`src/rtl/ps2_pkg.sv`:
```
// Shared types and constants for the PS/2 host-side blocks.
package ps2_pkg;

  typedef enum logic [2:0] {
    IDLE      = 3'd0,
    INHIBIT   = 3'd1,
    RTS       = 3'd2,
    SHIFT     = 3'd3,
    ACK       = 3'd4,
    WAIT_IDLE = 3'd5
  } state_t;

  localparam logic [7:0] CMD_SET_LED = 8'hED;
  localparam logic [7:0] CMD_ECHO    = 8'hEE;
  localparam logic [7:0] CMD_RESET   = 8'hFF;
  localparam logic [7:0] RSP_ACK     = 8'hFA;
  localparam logic [7:0] RSP_RESEND  = 8'hFE;

  // Host-to-device frame after the start bit: {stop, odd parity, data}, sent LSB first.
  function automatic logic [9:0] make_frame(input logic [7:0] d);
    return {1'b1, ~^d, d};
  endfunction

endpackage

```
`src/rtl/ps2_line_filter.sv`:
```
// Pad conditioning for a PS/2 clock/data pair: 2-flop synchronizers, a FILTER_LEN
// glitch filter on the clock and a one-cycle falling-edge strobe. Idle bus level is 1.
module ps2_line_filter #(
  parameter int FILTER_LEN = 8
) (
  input  logic clk,
  input  logic reset,
  input  logic clk_raw,
  input  logic data_raw,
  output logic clk_filt,
  output logic data_sync,
  output logic clk_fe
);

  localparam int CW = $clog2(FILTER_LEN) + 1;

  logic [1:0]    clk_sync_q;
  logic [1:0]    data_sync_q;
  logic          filt_q;
  logic          filt_d_q;
  logic [CW-1:0] cnt_q;

  always_ff @(posedge clk or negedge reset) begin
    if (!reset) begin
      clk_sync_q  <= 2'b11;
      data_sync_q <= 2'b11;
      filt_q      <= 1'b1;
      filt_d_q    <= 1'b1;
      cnt_q       <= '0;
    end else begin
      clk_sync_q  <= {clk_sync_q[0], clk_raw};
      data_sync_q <= {data_sync_q[0], data_raw};
      filt_d_q    <= filt_q;
      // Any sample that agrees with the accepted level restarts the run.
      if (clk_sync_q[1] != filt_q) begin
        if (cnt_q == CW'(FILTER_LEN - 1)) begin
          filt_q <= clk_sync_q[1];
          cnt_q  <= '0;
        end else begin
          cnt_q <= cnt_q + CW'(1);
        end
      end else begin
        cnt_q <= '0;
      end
    end
  end

  assign clk_filt  = filt_q;
  assign data_sync = data_sync_q[1];
  assign clk_fe    = filt_d_q & ~filt_q;

endmodule

```
`src/rtl/ps2_host_tx.sv`:
```
// PS/2 host-to-device command transmitter: inhibit, request-to-send, 8 data bits +
// odd parity + stop on device clocks, then ACK. Option macro: PS2_HOST_TX_ACK_CHECK_EN.
module ps2_host_tx
  import ps2_pkg::*;
#(
  parameter int INHIBIT_CYCLES = 5000,
  parameter int TIMEOUT_CYCLES = 750000,
  parameter int FILTER_LEN     = 8
) (
  input  logic       clk,
  input  logic       reset,
  input  logic [7:0] tx_data,
  input  logic       tx_valid,
  output logic       tx_ready,
  input  logic       ps2_clk_in,
  input  logic       ps2_data_in,
  output logic       ps2_clk_oe,
  output logic       ps2_data_oe,
  output logic       busy,
  output logic       tx_done,
  output logic       tx_err,
  output logic [2:0] dbg_state
);

  localparam int IW = $clog2(INHIBIT_CYCLES) + 1;
  localparam int TW = $clog2(TIMEOUT_CYCLES) + 1;

`ifdef PS2_HOST_TX_ACK_CHECK_EN
  localparam bit ACK_CHECK = 1'b1;
`else
  localparam bit ACK_CHECK = 1'b0;
`endif

  state_t        state_q, state_d;
  logic [IW-1:0] inh_q, inh_d;
  logic [TW-1:0] to_q, to_d;
  logic [3:0]    bit_q, bit_d;
  logic [9:0]    shift_q, shift_d;
  logic          drive_q, drive_d;
  logic          ack_q, ack_d;
  logic          done_q, done_d;
  logic          err_q, err_d;
  logic          clk_filt, data_sync, clk_fe;
  logic          nack_err;

  ps2_line_filter #(.FILTER_LEN(FILTER_LEN)) u_filter (
    .clk       (clk),
    .reset     (reset),
    .clk_raw   (ps2_clk_in),
    .data_raw  (ps2_data_in),
    .clk_filt  (clk_filt),
    .data_sync (data_sync),
    .clk_fe    (clk_fe)
  );

  assign nack_err = ACK_CHECK & ack_q;

  always_ff @(posedge clk or negedge reset) begin
    if (!reset) begin
      state_q <= IDLE;
      inh_q   <= '0;
      to_q    <= '0;
      bit_q   <= '0;
      shift_q <= '0;
      drive_q <= 1'b0;
      ack_q   <= 1'b0;
      done_q  <= 1'b0;
      err_q   <= 1'b0;
    end else begin
      state_q <= state_d;
      inh_q   <= inh_d;
      to_q    <= to_d;
      bit_q   <= bit_d;
      shift_q <= shift_d;
      drive_q <= drive_d;
      ack_q   <= ack_d;
      done_q  <= done_d;
      err_q   <= err_d;
    end
  end

  // Handshake: tx_data is captured in the cycle where tx_valid && tx_ready; tx_ready is
  // high only in IDLE, so requests made while a frame is in flight are dropped.
  always_comb begin
    state_d     = state_q;
    inh_d       = inh_q;
    to_d        = to_q;
    bit_d       = bit_q;
    shift_d     = shift_q;
    drive_d     = drive_q;
    ack_d       = ack_q;
    done_d      = 1'b0;
    err_d       = 1'b0;
    ps2_clk_oe  = 1'b0;
    ps2_data_oe = 1'b0;

    case (state_q)
      IDLE: begin
        inh_d = '0;
        to_d  = '0;
        if (tx_valid) begin
          shift_d = make_frame(tx_data);
          bit_d   = '0;
          drive_d = 1'b0;
          ack_d   = 1'b0;
          state_d = INHIBIT;
        end
      end
      INHIBIT: begin
        ps2_clk_oe = 1'b1;
        to_d       = '0;
        if (inh_q == IW'(INHIBIT_CYCLES - 1)) begin
          ps2_data_oe = 1'b1;
          inh_d       = '0;
          state_d     = RTS;
        end else begin
          inh_d = inh_q + IW'(1);
        end
      end
      RTS: begin
        ps2_data_oe = 1'b1;
        bit_d       = '0;
        if (clk_fe) begin
          drive_d = ~shift_q[0];
          shift_d = {1'b0, shift_q[9:1]};
          bit_d   = 4'd1;
          state_d = SHIFT;
        end
      end
      SHIFT: begin
        ps2_data_oe = drive_q;
        if (clk_fe) begin
          drive_d = ~shift_q[0];
          shift_d = {1'b0, shift_q[9:1]};
          bit_d   = (bit_q == 4'hF) ? bit_q : bit_q + 4'd1;
          if (bit_q == 4'd9) state_d = ACK;
        end
      end
      ACK: begin
        if (clk_fe) begin
          ack_d   = data_sync;
          state_d = WAIT_IDLE;
        end
      end
      WAIT_IDLE: begin
        if (clk_filt && data_sync) begin
          state_d = IDLE;
          if (nack_err) err_d = 1'b1;
          else          done_d = 1'b1;
        end
      end
      default: state_d = IDLE;
    endcase

    // The device-response window is bounded; expiry overrides any other transition.
    if (state_q inside {RTS, SHIFT, ACK, WAIT_IDLE}) begin
      if (to_q == TW'(TIMEOUT_CYCLES - 1)) begin
        state_d = IDLE;
        done_d  = 1'b0;
        err_d   = 1'b1;
      end else begin
        to_d = to_q + TW'(1);
      end
    end
  end

  assign tx_ready  = (state_q == IDLE);
  assign busy      = (state_q != IDLE);
  assign tx_done   = done_q;
  assign tx_err    = err_q;
  assign dbg_state = state_q;

endmodule
```
`config.mk`:
```
export PLATFORM = sky130hd
export DESIGN_NAME = ps2_host_tx
export DESIGN_NICKNAME = d
export VERILOG_FILES = /design/src/rtl/ps2_pkg.sv /design/src/rtl/ps2_line_filter.sv /design/src/rtl/ps2_host_tx.sv
export SDC_FILE = /design/constraint.sdc
export NUM_CORES = 1
export LEC_CHECK = 0
export ABC_CLOCK_PERIOD_IN_PS = 2100
export BUFFER_PORTS_ARGS = -buffer_cell sky130_fd_sc_hd__buf_4
export CORE_MARGIN = 3
export CORE_UTILIZATION = 55
export DETAILED_ROUTE_END_ITERATION = 6
export PLACE_DENSITY = 0.83
export RECOVER_POWER = 100
export SYNTH_ARGS = -nofsm -noshare
export SYNTH_HDL_FRONTEND = slang
export SYNTH_SLANG_ARGS = --single-unit
```
`constraint.sdc`:
```
create_clock -name clk -period 2.1 [get_ports clk]
set_input_delay 0.21 -clock clk [delete_from_list [all_inputs] [get_ports clk]]
set_output_delay 0.21 -clock clk [all_outputs]
set_load 0.005 [all_outputs]
```
==> impl_metrics.toml <==
[placed_design]
port_buffers = 21
place_congestion = 0.901
dp.final_hpwl_um = 5300

[flow_run]
maxCapViolCount = 1

[setup_path]
cp.required_ns = 2.33
end_kind = "register"
cp_max_fo = 6
rrSetupSlack_ns = -0.03
critical_path_arrival_ns = 2.37
r2r-end = "to_q[5]$_DFF_PN0_"
reg2regPathDepth = 7
r2r_start = "to_q[1]$_DFF_PN0_"
startpoint = "to_q[1]$_DFF_PN0_"
critPathKind = "reg -> reg"
critPathLaunchType = "register"
worstSetupEndpoint = "to_q[5]$_DFF_PN0_"

[sta]
rsz0062_at_grt = "true"
min_period_ns = 2.13
skew_ns = 0.00533
worst_slew_pin_slew_ns = 1.59
setup_viol = 7
finalHoldViolCount = 0
slew_violations = 66
finalSetupTns_ns = -0.166
max_freq_ghz = 0.468
slew_headroom_pct = -6.08
worst_slack_ns = -0.0348
timing.final.crit_share_pct = 102

[run_status]
violations = "capacitance limit, slew limit, setup timing"
status = "complete, but fails checks"

[drt]
dr.pass1.iters = 4
via_per_inst = 5.83
drc_errors = 0
via_count = 2902
ant_nets = 0
routed_wl_um = 7740
drt_iter0_drc = 215
wl_per_cell_um = 15.5

[synthesis]
synth.most_common_cell = "dfrtp_1"
synth_edf_count = 0
netlist_area_um2 = 3440
synth.top_cell.area_share_pct = 42.9
synth_area_leaders = "dfrtp_1 43%, xnor2_1 5.1%, mux2i_1 4.7%"
synthesis.instances = 355
syn_nets = 376
syn_avg_cell_area_um2 = 9.70
synthTopCellsByCount = "59 x dfrtp_1, 41 x nor2_1, 23 x a21oi_1"
ys_seq_area_share_pct = 47.5
synth_top_flop_cell = "dfrtp_1"
ys_async_sr_fraction_pct = 100
synth_seq_cells = 65
ys_warn_count = 0
ys_types = 54
yosys.area.top_type = "dfrtp_1"

[cts]
cts.root.buffer_cell = "clkbuf_8"
insertion_delay_ns = 0.34
cts_tree = "yes"
path_clk_slew_ns = 0.07
numCtsBuffers = 9
htree_levels = 3
cts_sinks = 65
clk_path_buf_depth = 2

[final_layout]
area_delta_synth_final_pct = 21.8
antenna_cells = 0
postLayoutCoreUtil_pct = 70.0
layout.nets = 439
drive_above_1_share_pct = 21.5

[grt]
grt_usage_pct = 22.3
grtUsageMet3_pct = 3.88
antenna_found_initial = 0
overflow = 0
grt.met2_usage_pct = 38.6
grt_pass1_wl_um = 13100
met1_usage_pct = 27.1
grt_pass1_vias = 2987
grt_max_degree = 66
top_usage_layer = "met2"

[power]
power_leakage_nw = 1.86
power-per-cell-area_nw_per_um2 = 746
ir_drop_mv = 0.540

[hold_path]
hold_class = "in -> reg"

[floorplanning]
ios = 22
die_area_um2 = 7240
die_w_um = 85.1
core_um2 = 5990
num_rows = 28
die_y_um = 85.1
start_util_pct = 57.5
-- per-layer routing --
layer,share of wire [%],wire length [µm]
met1,43,3340
met2,51,3910
met3,4.2,325
met4,2.1,161
met5,0,0
-- cells by family after synthesis --
group	synth area share (%)
AOI/OAI and AO/OA	12.6
muxes	5.63
DFF	47.5
buffers and inverters	3.34
adders and majority gates	2.91
and+or+nand+nor	21.7
xor gates and xnor gates	6.36
-- worst max-delay path, stage by stage, from the launching register on --
cell      delay (ns)
dfrtp_1         0.38
ha_1            0.22
nand3_2         0.11
or4_4           0.48
o31ai_4         0.39
buf_4           0.18
a221oi_1        0.07
a31o_1          0.19
-- state kept, by name (all words and copies together) (netlist names), 2 cells and up --
register	flops
inh_q	14
dbg_state	3
shift_q	10
u_filter.cnt_q	4
u_filter.data_sync_q	2
bit_q	4
u_filter.clk_sync_q	2
to_q	21
-- final cells by class --
cell class,count,area (µm²)
Sequential cell,65,1630
Inverter,13,48.8
Tap cell,75,93.8
Multi-Input combinational cell,264,1730
Clock buffer,14,173
Clock inverter,2,35.0
Timing Repair Buffer,65,484
Fill cell,445,1800
-- metrics by stage --
stage	power (mW)	hold WS, ns	instance area, µm²	std cells	setup slack [ns]
final	3.13	0.188	4190	498	-0.0348
after global routing	3.28	0.199	4190	498	-0.115
after CTS	3.14	0.181	4160	494	-0.0766
after detailed placement	2.01	0.319	3890	471	0.0292
after global placement	1.98	0.318	3890	471	0.0824
after floorplan	1.85	-0.0856	3450	355	0.0140
-- worst min path at each step --
stage          startpoint  depth (start not counted)  slack (ns)                          endpoint
2_1_floorplan       reset                          0       -0.09              bit_q[0]$_DFFE_PN0P_
3_3_place_gp   ps2_clk_in                          1        0.32  u_filter.clk_sync_q[0]$_DFF_PN1_
3_5_place_dp   ps2_clk_in                          1        0.32  u_filter.clk_sync_q[0]$_DFF_PN1_
4_1_cts        tx_data[1]                          3        0.18            shift_q[1]$_DFFE_PN0P_
5_1_grt        tx_data[4]                          3        0.20            shift_q[4]$_DFFE_PN0P_
6_report       tx_data[1]                          3        0.19            shift_q[1]$_DFFE_PN0P_
-- power breakdown --
group,internal [mW],switching (mW)
sequential,1.42,0.127
combinational,0.226,0.237
clock,0.645,0.469
total,2.30,0.833
-- placed cells by master (no fill, tap or decap), drive strengths merged, types with 7 or more instances in the layout --
| master | count |
|---|---|
| and3 | 9 |
| clkbuf | 27 |
| mux2i | 16 |
| dfrtp | 59 |
| nor2 | 41 |
| a21oi | 23 |
| inv | 13 |
| nand4 | 7 |
| nand2 | 22 |
| nor3 | 12 |
| nand3 | 23 |
| ha | 8 |
| o21ai | 16 |
| buf | 49 |
| nor4 | 9 |
| xnor2 | 20 |
-- timing repair --
action | in CTS | in global routing
endpoints found under the hold margin | 61 | 0
endpoints found under the setup margin | 1 | 15
pin swaps | 0 | 4
gates resized for setup | 2 | 7
setup buffers | 4 | 4
hold buffers | 3 | 0
gates cloned | 0 | 0
(Power assumes the default switching activity.)
